File: config.mk
export PLATFORM = sky130hd
export DESIGN_NAME = wf_axis_reader
export DESIGN_NICKNAME = d
export VERILOG_FILES = /design/src/rtl/wf_rd_pkg.sv /design/src/rtl/wf_rd_skid.sv /design/src/rtl/wf_axis_reader.sv
export SDC_FILE = /design/constraint.sdc
export NUM_CORES = 1
export LEC_CHECK = 0
export CORE_MARGIN = 2
export CORE_UTILIZATION = 35
export DETAILED_ROUTE_END_ITERATION = 16
export PLACE_DENSITY = 0.65
export RECOVER_POWER = 100
export REMOVE_ABC_BUFFERS = 1
export SLEW_MARGIN = 10
export SYNTH_ARGS = -nofsm -noshare
export SYNTH_HDL_FRONTEND = slang
export SYNTH_SLANG_ARGS = --single-unit
File: constraint.sdc
create_clock -name clk -period 2.9 [get_ports clk]
set_input_delay 0.29 -clock clk [delete_from_list [all_inputs] [get_ports clk]]
set_output_delay 0.29 -clock clk [all_outputs]
set_load 0.1 [all_outputs]
File: src/rtl/wf_rd_pkg.sv
// ============================================================================
//  Module   : wf_rd_pkg
//  Purpose  : Shared types, constants and helpers for the TX-bridge write-FIFO
//             reader (FSM states, skid beat record, keep-mask helpers).
//  Revision : 1.0 - initial release
// ============================================================================
`default_nettype none

package wf_rd_pkg;

  // Reader control states
  typedef enum logic [1:0] {
    ST_IDLE  = 2'd0,
    ST_LEN   = 2'd1,
    ST_DATA  = 2'd2,
    ST_DRAIN = 2'd3
  } state_t;

  // Cycles from rden to valid dataout on a normal-mode FIFO
  localparam int FIFO_RD_LAT = 1;

  // Bytes carried by one 64-bit data word
  localparam int QW_BYTES = 8;

  // One stream beat as held in the skid buffer
  typedef struct packed {
    logic [63:0] data;
    logic [7:0]  keep;
    logic        last;
  } beat_t;

  // Lane mask for the final word: a zero remainder means a full word
  function automatic logic [7:0] keep_from_cnt(input logic [2:0] rem);
    if (rem == 3'd0) begin
      return 8'hFF;
    end
    return 8'hFF >> (4'd8 - {1'b0, rem});
  endfunction

  // Number of valid byte lanes in a keep mask
  function automatic logic [3:0] keep_bytes(input logic [7:0] keep);
    logic [3:0] n;
    n = 4'd0;
    for (int i = 0; i < 8; i++) begin
      n = n + {3'b000, keep[i]};
    end
    return n;
  endfunction

endpackage

`default_nettype wire

File: src/rtl/wf_rd_skid.sv
// ============================================================================
//  Module   : wf_rd_skid
//  Purpose  : Two-entry registered beat buffer feeding the AXIS master port.
//             Entry 0 is the head; count reports occupancy for credit checks.
//  Revision : 1.0 - initial release
// ============================================================================
`default_nettype none

module wf_rd_skid
  import wf_rd_pkg::*;
(
  input  logic       clk,
  input  logic       reset_,
  input  logic       push,
  input  beat_t      din,
  input  logic       pop,
  output beat_t      head,
  output logic [1:0] count
);

  beat_t ent1;

  // Shift-style two-entry queue; push and pop together keep the count
  always_ff @(posedge clk or negedge reset_) begin
    if (!reset_) begin
      head  <= '0;
      ent1  <= '0;
      count <= 2'd0;
    end else begin
      case ({push, pop})
        2'b10: begin
          if (count == 2'd0) begin
            head <= din;
          end else begin
            ent1 <= din;
          end
          count <= count + 2'd1;
        end
        2'b01: begin
          head  <= ent1;
          count <= count - 2'd1;
        end
        2'b11: begin
          if (count == 2'd2) begin
            head <= ent1;
            ent1 <= din;
          end else begin
            head <= din;
          end
        end
        default: ;
      endcase
    end
  end

endmodule

`default_nettype wire

File: src/rtl/wf_axis_reader.sv
// ============================================================================
//  Module   : wf_axis_reader
//  Purpose  : Drains the byte-count FIFO (wcf) and 64-bit data FIFO (wf) of
//             the TX bridge and re-emits each packet as an AXI4-Stream frame.
//  Options  : WF_RD_PKT_STATS_EN adds pkt_cnt / byte_cnt statistics outputs.
//  Revision : 1.0 - initial release
// ============================================================================
`default_nettype none

module wf_axis_reader
  import wf_rd_pkg::*;
#(
  parameter int MAX_BYTES = 9600,
  parameter int CNT_W     = 16
) (
  input  logic        clk,
  input  logic        reset_,
  input  logic        rdempty_wcf,
  input  logic [31:0] dataout_wcf,
  output logic        rden_wcf,
  input  logic        rdempty_wf,
  input  logic [63:0] dataout_wf,
  output logic        rden_wf,
  output logic        m_axis_tvalid,
  input  logic        m_axis_tready,
  output logic [63:0] m_axis_tdata,
  output logic [7:0]  m_axis_tkeep,
  output logic        m_axis_tlast,
  output logic        err_zero_len,
  output logic        err_len,
`ifdef WF_RD_PKT_STATS_EN
  output logic [31:0] pkt_cnt,
  output logic [47:0] byte_cnt,
`endif
  output logic        busy
);

  localparam int QW_W = CNT_W - 2;

  state_t                 state;
  logic [QW_W-1:0]        qw_left;
  logic [QW_W-1:0]        issued;
  logic [7:0]             last_keep;
  logic [FIFO_RD_LAT-1:0] wcf_pipe;
  logic                   rden_last;
  logic                   rd_vld;
  logic                   rd_last;
  logic [1:0]             skid_count;
  beat_t                  skid_din;
  beat_t                  skid_head;
  logic                   skid_pop;
  logic                   out_valid;
  logic [CNT_W-1:0]       cnt_in;
  logic [CNT_W:0]         qw_calc;
  logic                   credit_ok;
  logic                   issue_ok;
  logic                   unused_bits;

  assign cnt_in  = dataout_wcf[CNT_W-1:0];
  assign qw_calc = ({1'b0, cnt_in} + (CNT_W+1)'(QW_BYTES - 1)) >> 3;
  assign unused_bits = &{1'b0, dataout_wcf[31:CNT_W], qw_calc[CNT_W:QW_W]};

  // Credit only looks at registered state: buffered words plus the word
  // returning this cycle. Issue never runs back-to-back so rdempty is fresh.
  assign credit_ok = ({1'b0, skid_count} + {2'b00, rd_vld}) < 3'd2;
  assign issue_ok  = (state == ST_DATA) && !rdempty_wf && !rden_wf &&
                     (issued < qw_left) && credit_ok;

  // Reader FSM: count pop, length decode, data issue and last-beat drain
  always_ff @(posedge clk or negedge reset_) begin
    if (!reset_) begin
      state        <= ST_IDLE;
      rden_wcf     <= 1'b0;
      rden_wf      <= 1'b0;
      rden_last    <= 1'b0;
      wcf_pipe     <= '0;
      rd_vld       <= 1'b0;
      rd_last      <= 1'b0;
      qw_left      <= '0;
      issued       <= '0;
      last_keep    <= 8'h00;
      err_zero_len <= 1'b0;
      err_len      <= 1'b0;
      busy         <= 1'b0;
    end else begin
      rden_wcf     <= 1'b0;
      rden_wf      <= 1'b0;
      rden_last    <= 1'b0;
      err_zero_len <= 1'b0;
      err_len      <= 1'b0;
      wcf_pipe     <= (wcf_pipe << 1) | FIFO_RD_LAT'(rden_wcf);
      rd_vld       <= rden_wf;
      rd_last      <= rden_last;
      case (state)
        ST_IDLE: begin
          if (!rdempty_wcf) begin
            rden_wcf <= 1'b1;
            state    <= ST_LEN;
          end
        end
        ST_LEN: begin
          if (wcf_pipe[FIFO_RD_LAT-1]) begin
            qw_left   <= qw_calc[QW_W-1:0];
            last_keep <= keep_from_cnt(cnt_in[2:0]);
            issued    <= '0;
            if (cnt_in == '0) begin
              err_zero_len <= 1'b1;
              state        <= ST_IDLE;
            end else begin
              err_len <= (32'(cnt_in) > 32'(MAX_BYTES));
              busy    <= 1'b1;
              state   <= ST_DATA;
            end
          end
        end
        ST_DATA: begin
          if (issue_ok) begin
            rden_wf <= 1'b1;
            issued  <= issued + QW_W'(1);
            if ((issued + QW_W'(1)) == qw_left) begin
              rden_last <= 1'b1;
              state     <= ST_DRAIN;
            end
          end
        end
        ST_DRAIN: begin
          if (out_valid && m_axis_tready && skid_head.last) begin
            busy  <= 1'b0;
            state <= ST_IDLE;
          end
        end
        default: state <= ST_IDLE;
      endcase
    end
  end

  assign skid_din.data = dataout_wf;
  assign skid_din.keep = rd_last ? last_keep : 8'hFF;
  assign skid_din.last = rd_last;
  assign out_valid     = (skid_count != 2'd0);
  assign skid_pop      = out_valid && m_axis_tready;

  wf_rd_skid u_skid (
    .clk    (clk),
    .reset_ (reset_),
    .push   (rd_vld),
    .din    (skid_din),
    .pop    (skid_pop),
    .head   (skid_head),
    .count  (skid_count)
  );

  assign m_axis_tvalid = out_valid;
  assign m_axis_tdata  = skid_head.data;
  assign m_axis_tkeep  = skid_head.keep;
  assign m_axis_tlast  = skid_head.last;

`ifdef WF_RD_PKT_STATS_EN
  // Packet and byte statistics on accepted beats; both wrap silently
  always_ff @(posedge clk or negedge reset_) begin
    if (!reset_) begin
      pkt_cnt  <= 32'd0;
      byte_cnt <= 48'd0;
    end else if (skid_pop) begin
      byte_cnt <= byte_cnt + 48'(keep_bytes(skid_head.keep));
      if (skid_head.last) begin
        pkt_cnt <= pkt_cnt + 32'd1;
      end
    end
  end
`endif

endmodule

`default_nettype wire

Word level (Yosys, flattened, before mapping)
Cells that the tools add are included.
{"block": "op_classes", "n_addsub": 6, "order_cmp": 3, "n_eq_ne": 17, "n_shift": 1, "mux": 40, "reduce_logical": 24}
{"op": "$mux 73", "count": 4}
{"op": "$pmux 73 s3", "count": 1}
{"op": "$pmux 73 s2", "count": 1}
{"op": "$mux 14", "count": 2}
{"op": "$pmux 14 s2", "count": 1}
{"op": "$mux 8", "count": 3}
{"op": "$mux 1", "count": 19}
{"op": "$add 16x3->17 const B", "count": 1}
{"op": "$gt 16x14->1 const B", "count": 1}
{"op": "$logic_not 16->1", "count": 1}
{"op": "$add 14x1->14 const B", "count": 1}
{"op": "$eq 14x14->1", "count": 1}
{"op": "$lt 14x14->1", "count": 1}
{"op": "$mux 2", "count": 6}
{"op": "$ne 2x2->1 const B", "count": 6}
{"op": "$eq 2x2->1 const B", "count": 5}
{"op": "$reduce_bool 2->1", "count": 5}
{"op": "$pmux 2 s4", "count": 1}
{"op": "$shr 8x4->8 const A", "count": 1}
{"op": "$logic_and 1x1->1", "count": 6}
{"op": "$ne 2x1->1 const B", "count": 3}
{"op": "$reduce_and 3->1", "count": 2}
{"op": "$reduce_and 5->1", "count": 1}
{"op": "$eq 2x1->1 const B", "count": 2}
{"op": "other kinds (13)", "count": 16}
{"block": "word_totals", "regBits": 195, "in_bits": 101, "output_inout_bits": 79, "word_cells": 111}

Depth between registers and ports, before layout
{"block": "logic_depth", "ltp_word": 7, "depth_mapped": 11, "ltp_nobuf": 8}

Hierarchy
From an unflattened synthesis, not the netlist that was laid out.
{"block": "hier_totals", "cells_unflattened": 968, "area_unflattened_um2": 9714.3}
{"module": "wf_rd_skid", "n_inst": 1, "cells_each": 595, "area_each_um2": 6532.5, "seq_area_each_um2": 3703.6}
{"module": "wf_axis_reader", "n_inst": 1, "cells_each": 373, "area_each_um2": 3181.8, "seq_area_each_um2": 1176.1}

Least setup slack after synthesis
No wires, ideal clock.
{"block": "synth_timing", "path_kind": "register -> register", "startpoint": "register u_skid.count[0]", "endpoint": "register u_skid.ent1[63] (netlist bit)", "setup_time_ps": 125, "arrival_ps": 2157, "t_required_ps": 2775, "slack_ps": 618, "path_stages_with_launch": 9, "n_path_buf": 2, "period_less_slack_ps": 2282, "cell_sequence": "dfrtp_1 buf_2 nor2_1 nor2b_1 ha_1 nor2_1 a211oi_2 buf_2 mux2_2"}
{"block": "synth_via", "elab_chain_len": 5, "elab_cells_between_ends": 11, "cone_classes": "eq/ne (5); mux (1); reduce/logical (5)"}
{"item": "start: declaration", "line": "wf_rd_skid.sv:18", "source": "output logic [1:0] count"}
{"item": "start signal: assignment", "line": "wf_rd_skid.sv:37", "source": "count <= count + 2'd1;"}
{"item": "start signal: assignment", "line": "wf_rd_skid.sv:41", "source": "count <= count - 2'd1;"}
{"item": "$reduce_bool 2->1", "line": "wf_axis_reader.sv:140", "source": "assign out_valid = (skid_count != 2'd0);"}
{"item": "$logic_and 1x1->1", "line": "wf_axis_reader.sv:141", "source": "assign skid_pop = out_valid && m_axis_tready;"}
{"item": "$eq 2x2->1", "line": "wf_rd_skid.sv:30", "source": "case ({push, pop})"}
{"item": "$ne 2x1->1 (no line), or another cell as far along"}
{"item": "$reduce_and 3->1 (no line)"}
{"item": "end signal: assignment", "line": "wf_rd_skid.sv:35", "source": "ent1 <= din;"}
{"item": "end signal: assignment", "line": "wf_rd_skid.sv:46", "source": "ent1 <= din;"}
{"item": "end: declaration", "line": "wf_rd_skid.sv:21", "source": "beat_t ent1;"}
Parallel ways exist; a longest one is shown, timed or not.
A chain may end at the register's enable or synchronous reset.

Worst setup path in the final report
{"block": "layout_timing", "startpoint": "register u_skid.count[1]", "endpoint": "register u_skid.ent1[25] (netlist bit)"}
The elaborated chain is that of the path after synthesis.

==> metrics.csv <==
stage;metric;value;unit
status;status;complete, but fails checks;
detailed_routing;post-DR wirelength/cell;15.92;µm
synthesis;leading register cell type out of synthesis;dfrtp_1;
setup_path;Worst setup SP type;register;
power;Total Power;0.01345;W
die;Initial Util;0.3536;
setup_path;Crit path depth;9;
placed_design;dpl ws;142.4;ps
sta;slew margin rel.;-0.4742;
synthesis;asr flop ratio synth;1.000;
status;failing checks;capacitance limit, slew limit;
power;leakage power;4.805;nW
sta;fin. max-slew vios;92;
clock_tree;cts repair resizes;0;
finish;area grow syn2layout;23.46;%
global_route;largest net degree at the start of global routing;147;
setup_path;crit-path max cell delay;510;ps
setup_path;CP max FO;73;
placed_design;I/O Buffers;163;
clock_tree;CTS tree;done;
clock_tree;Max Buffers Root-to-Sink;2;
setup_path;CP startpoint;u_skid.count[1];
detailed_routing;Initial DRC Count;473;
setup_path;Critical R2R Launch;u_skid.count[1];
setup_path;Buf/Inv on CP;3;
setup_path;R2R cell count;9;
detailed_routing;DR pass1 iterations;5;
die;die width;165.8;µm
die;die area;27490;µm²
synthesis;Post-synth EDFFs;0;
finish;ratio of cells with drive above 1 in the final layout;0.1214;
setup_path;Crit path max-delay family;simple AND/OR/NAND/NOR gates;
synthesis;Yosys cell types;54;
global_route;first-pass GRT wire length;35.89;mm
setup_path;Critical Path, Cell by Cell;nor2_1 -> nor2b_1 -> buf_4 -> inv_1 -> ha_1 -> nor2_1 -> a211oi_4 -> buf_12 -> mux2_2;
global_route;GRT Overall Usage;0.1595;
sta;worst clock skew;12.14;ps
power;worst vdd ir;0.0008081;V
power;Power Density;1189;nW/µm²
synthesis;register bit total from synthesis;195;
setup_path;most used cell, CP;nor2_1;
sta;fin crit share;0.9403;
worst_hold_path;worst hold path type;reg -> reg;
setup_path;crit path DAT;3040;ps
detailed_routing;routed wire length;21.73;mm
synthesis;Netlist Area Pre-Place;9163;µm²
finish;ANT cells;0;
finish;Fill cells;2478;
setup_path;Critical-path top delay cell;nor2_1;
synthesis;Synth warnings;0;
placed_design;dpl hpwl;14.19;mm
placed_design;Post-Place Cells;1332;
synthesis;sequential area share after synthesis;0.5326;
finish;Final Non-Filler Cells;1365;
setup_path;critical path class;reg -> reg;
clock_tree;Root Driver;clkbuf_16;
placed_design;placed cell areas;11020;µm²
clock_tree;clk_lat worst skew;430;ps
setup_path;CP endpoint kind;register;
global_route;antenna violations before repair;0;
synthesis;syn_area_per_cell;10.52;µm²
setup_path;R2R setup slack;170;ps
clock_tree;H-tree levels;4;
placed_design;RePlAce Congestion;0.8423;
die;# IOs;180;
sta;unrepaired setup endpoints after global routing;false;
die;DIE HEIGHT;165.8;µm
flow_run;Max Cap Viol;1;
detailed_routing;drt drc;0;
global_route;vias in the first global route;6682;
finish;fin area;11310;µm²
detailed_routing;ANT nets after route;0;
setup_path;reg-to-reg endpoint;u_skid.ent1[25];
sta;worst hold slack;351.9;ps
sta;Final Worst Setup Slack;173.0;ps
die;row count;59;
sta;slew at the pin closest to its max-slew limit;2211;ps
clock_tree;clock sinks;195;
clock_tree;CTS buffer count;17;
clock_tree;clock-pin slew on the worst setup and hold paths;70;ps
worst_hold_path;WHS Path Cells;0;
synthesis;Syn Inst Count;871;
sta;Max Freq;366.7;MHz
detailed_routing;vias per cell;5.107;
setup_path;CP Capture Point;u_skid.ent1[25];
die;Core ar.;25910;µm²
setup_path;CP Data Required Time;3210;ps
sta;final setup fails;0;
detailed_routing;via count;6971;
sta;fin crit period;2727;ps
finish;Layout Nets;1140;
global_route;total grt overflow;0;
sta;final hold viol count;0;
-- per-layer routing --
layer / wire length (µm) / share of wire / up-vias / global-route usage
met4: 301 / 0.014 / 0 / 0.04272
met5: 0 / 0 / - / 0
li1: - / - / 3395 / -
met1: 10950 / 0.50 / 3363 / 0.2353
met2: 9517 / 0.44 / 192 / 0.2381
met3: 957 / 0.044 / 21 / 0.03408
-- cell type report --
type / count / area (µm²) / share of cell area
Sequential cell: 195 / 4880 / 0.4314
Multi-Input combinational cell: 593 / 3948 / 0.3490
Timing Repair Buffer: 182 / 1339 / 0.1183
Clock buffer: 17 / 425.4 / 0.03761
Tap cell: 335 / 419.2 / 0.03705
Clock inverter: 15 / 196.4 / 0.01737
Inverter: 28 / 105.1 / 0.009291
-- per-stage QoR --
stage,utilization,TNS [ps]
final,0.4366,0
after detailed placement,0.4253,0
after floorplan,-,-357580
after global routing,0.4366,0
after global placement,0.4253,0
after CTS,0.4497,0
-- cells by family (layout without fill, tap and decap cells) --
family | after synthesis | after routing | share of synthesized area
mux | 73 | 73 | 0.08972
fa+ha+maj | 23 | 23 | 0.03127
xor+xnor | 30 | 30 | 0.02868
simple gates | 228 | 228 | 0.1188
flops | 195 | 195 | 0.5326
compound gates | 239 | 239 | 0.1614
buf+inv | 83 | 242 | 0.03755
-- power breakdown --
| part | total (W) | leakage, nW | switching (W) | internal, W |
|---|---|---|---|---|
| sequential | 0.00427 | 2.30 | 0.000555 | 0.00372 |
| clock | 0.00243 | 0.299 | 0.00124 | 0.00119 |
| combinational | 0.00674 | 2.21 | 0.00527 | 0.00148 |
| total | 0.0134 | 4.81 | 0.00706 | 0.00639 |
-- registers in the layout (all words and copies together) (netlist names), 2 cells and up, named ones only --
register and cells:
qw_left 14, last_keep 8, issued 14, u_skid.ent1 73
u_skid.count 2, u_skid.head 73
-- cells in the mapped netlist, drive strengths merged (2+ instances only) --
master	number	share of area
nor2	32	0.013
nor3	12	0.0066
a22oi	74	0.061
buf	22	0.013
a31oi	4	0.0027
a21o	2	0.0016
xnor2	17	0.016
xor2	13	0.012
ha	22	0.030
o31ai	6	0.0049
a21oi	16	0.0091
o21ai	121	0.066
nand2b	12	0.0082
and3	6	0.0041
nor2b	7	0.0048
dfrtp	195	0.53
a211oi	2	0.0022
o211ai	2	0.0016
clkbuf	33	0.014
mux2	73	0.090
o2111ai	3	0.0036
nand3	17	0.011
nor4	6	0.0071
or2	3	0.0020
nand2	119	0.049
nand4	9	0.0085
inv	28	0.011
a211o	2	0.0019
a221oi	2	0.0019
-- cell usage in the layout, fill, tap and decap left out, types with 3 or more instances in the layout --
cell type,instances
clkdlybuf4s50_1,82
buf_12,6
inv_12,3
a21oi_1,13
nor2_1,32
clkinv_4,3
buf_4,8
nand3_1,16
mux2_2,64
dfrtp_1,195
inv_1,28
nand2b_1,12
clkbuf_16,17
o31ai_1,6
xnor2_1,17
o21ai_0,121
clkinv_8,5
xor2_1,13
o2111ai_1,3
a31oi_1,4
nor3_1,12
nor2b_1,7
clkbuf_1,82
nand4_1,7
mux2_1,9
a22oi_1,74
nand2_1,118
and3_1,6
nor4_1,4
ha_1,22
-- how the worst min path moves through the flow --
stage | start | end
finish | rden_last | rd_last
global route | rden_last | rd_last
CTS | rden_last | rd_last
detailed placement | rden_last | rd_last
global placement | rden_last | rd_last
floorplan | reset_ | asynchronous set/reset pin
-- what timing repair did --
item	in CTS	in global routing
endpoints found under the hold margin	75	0
setup buffers	0	0
hold buffers	1	0
(Power assumes the default switching activity.)
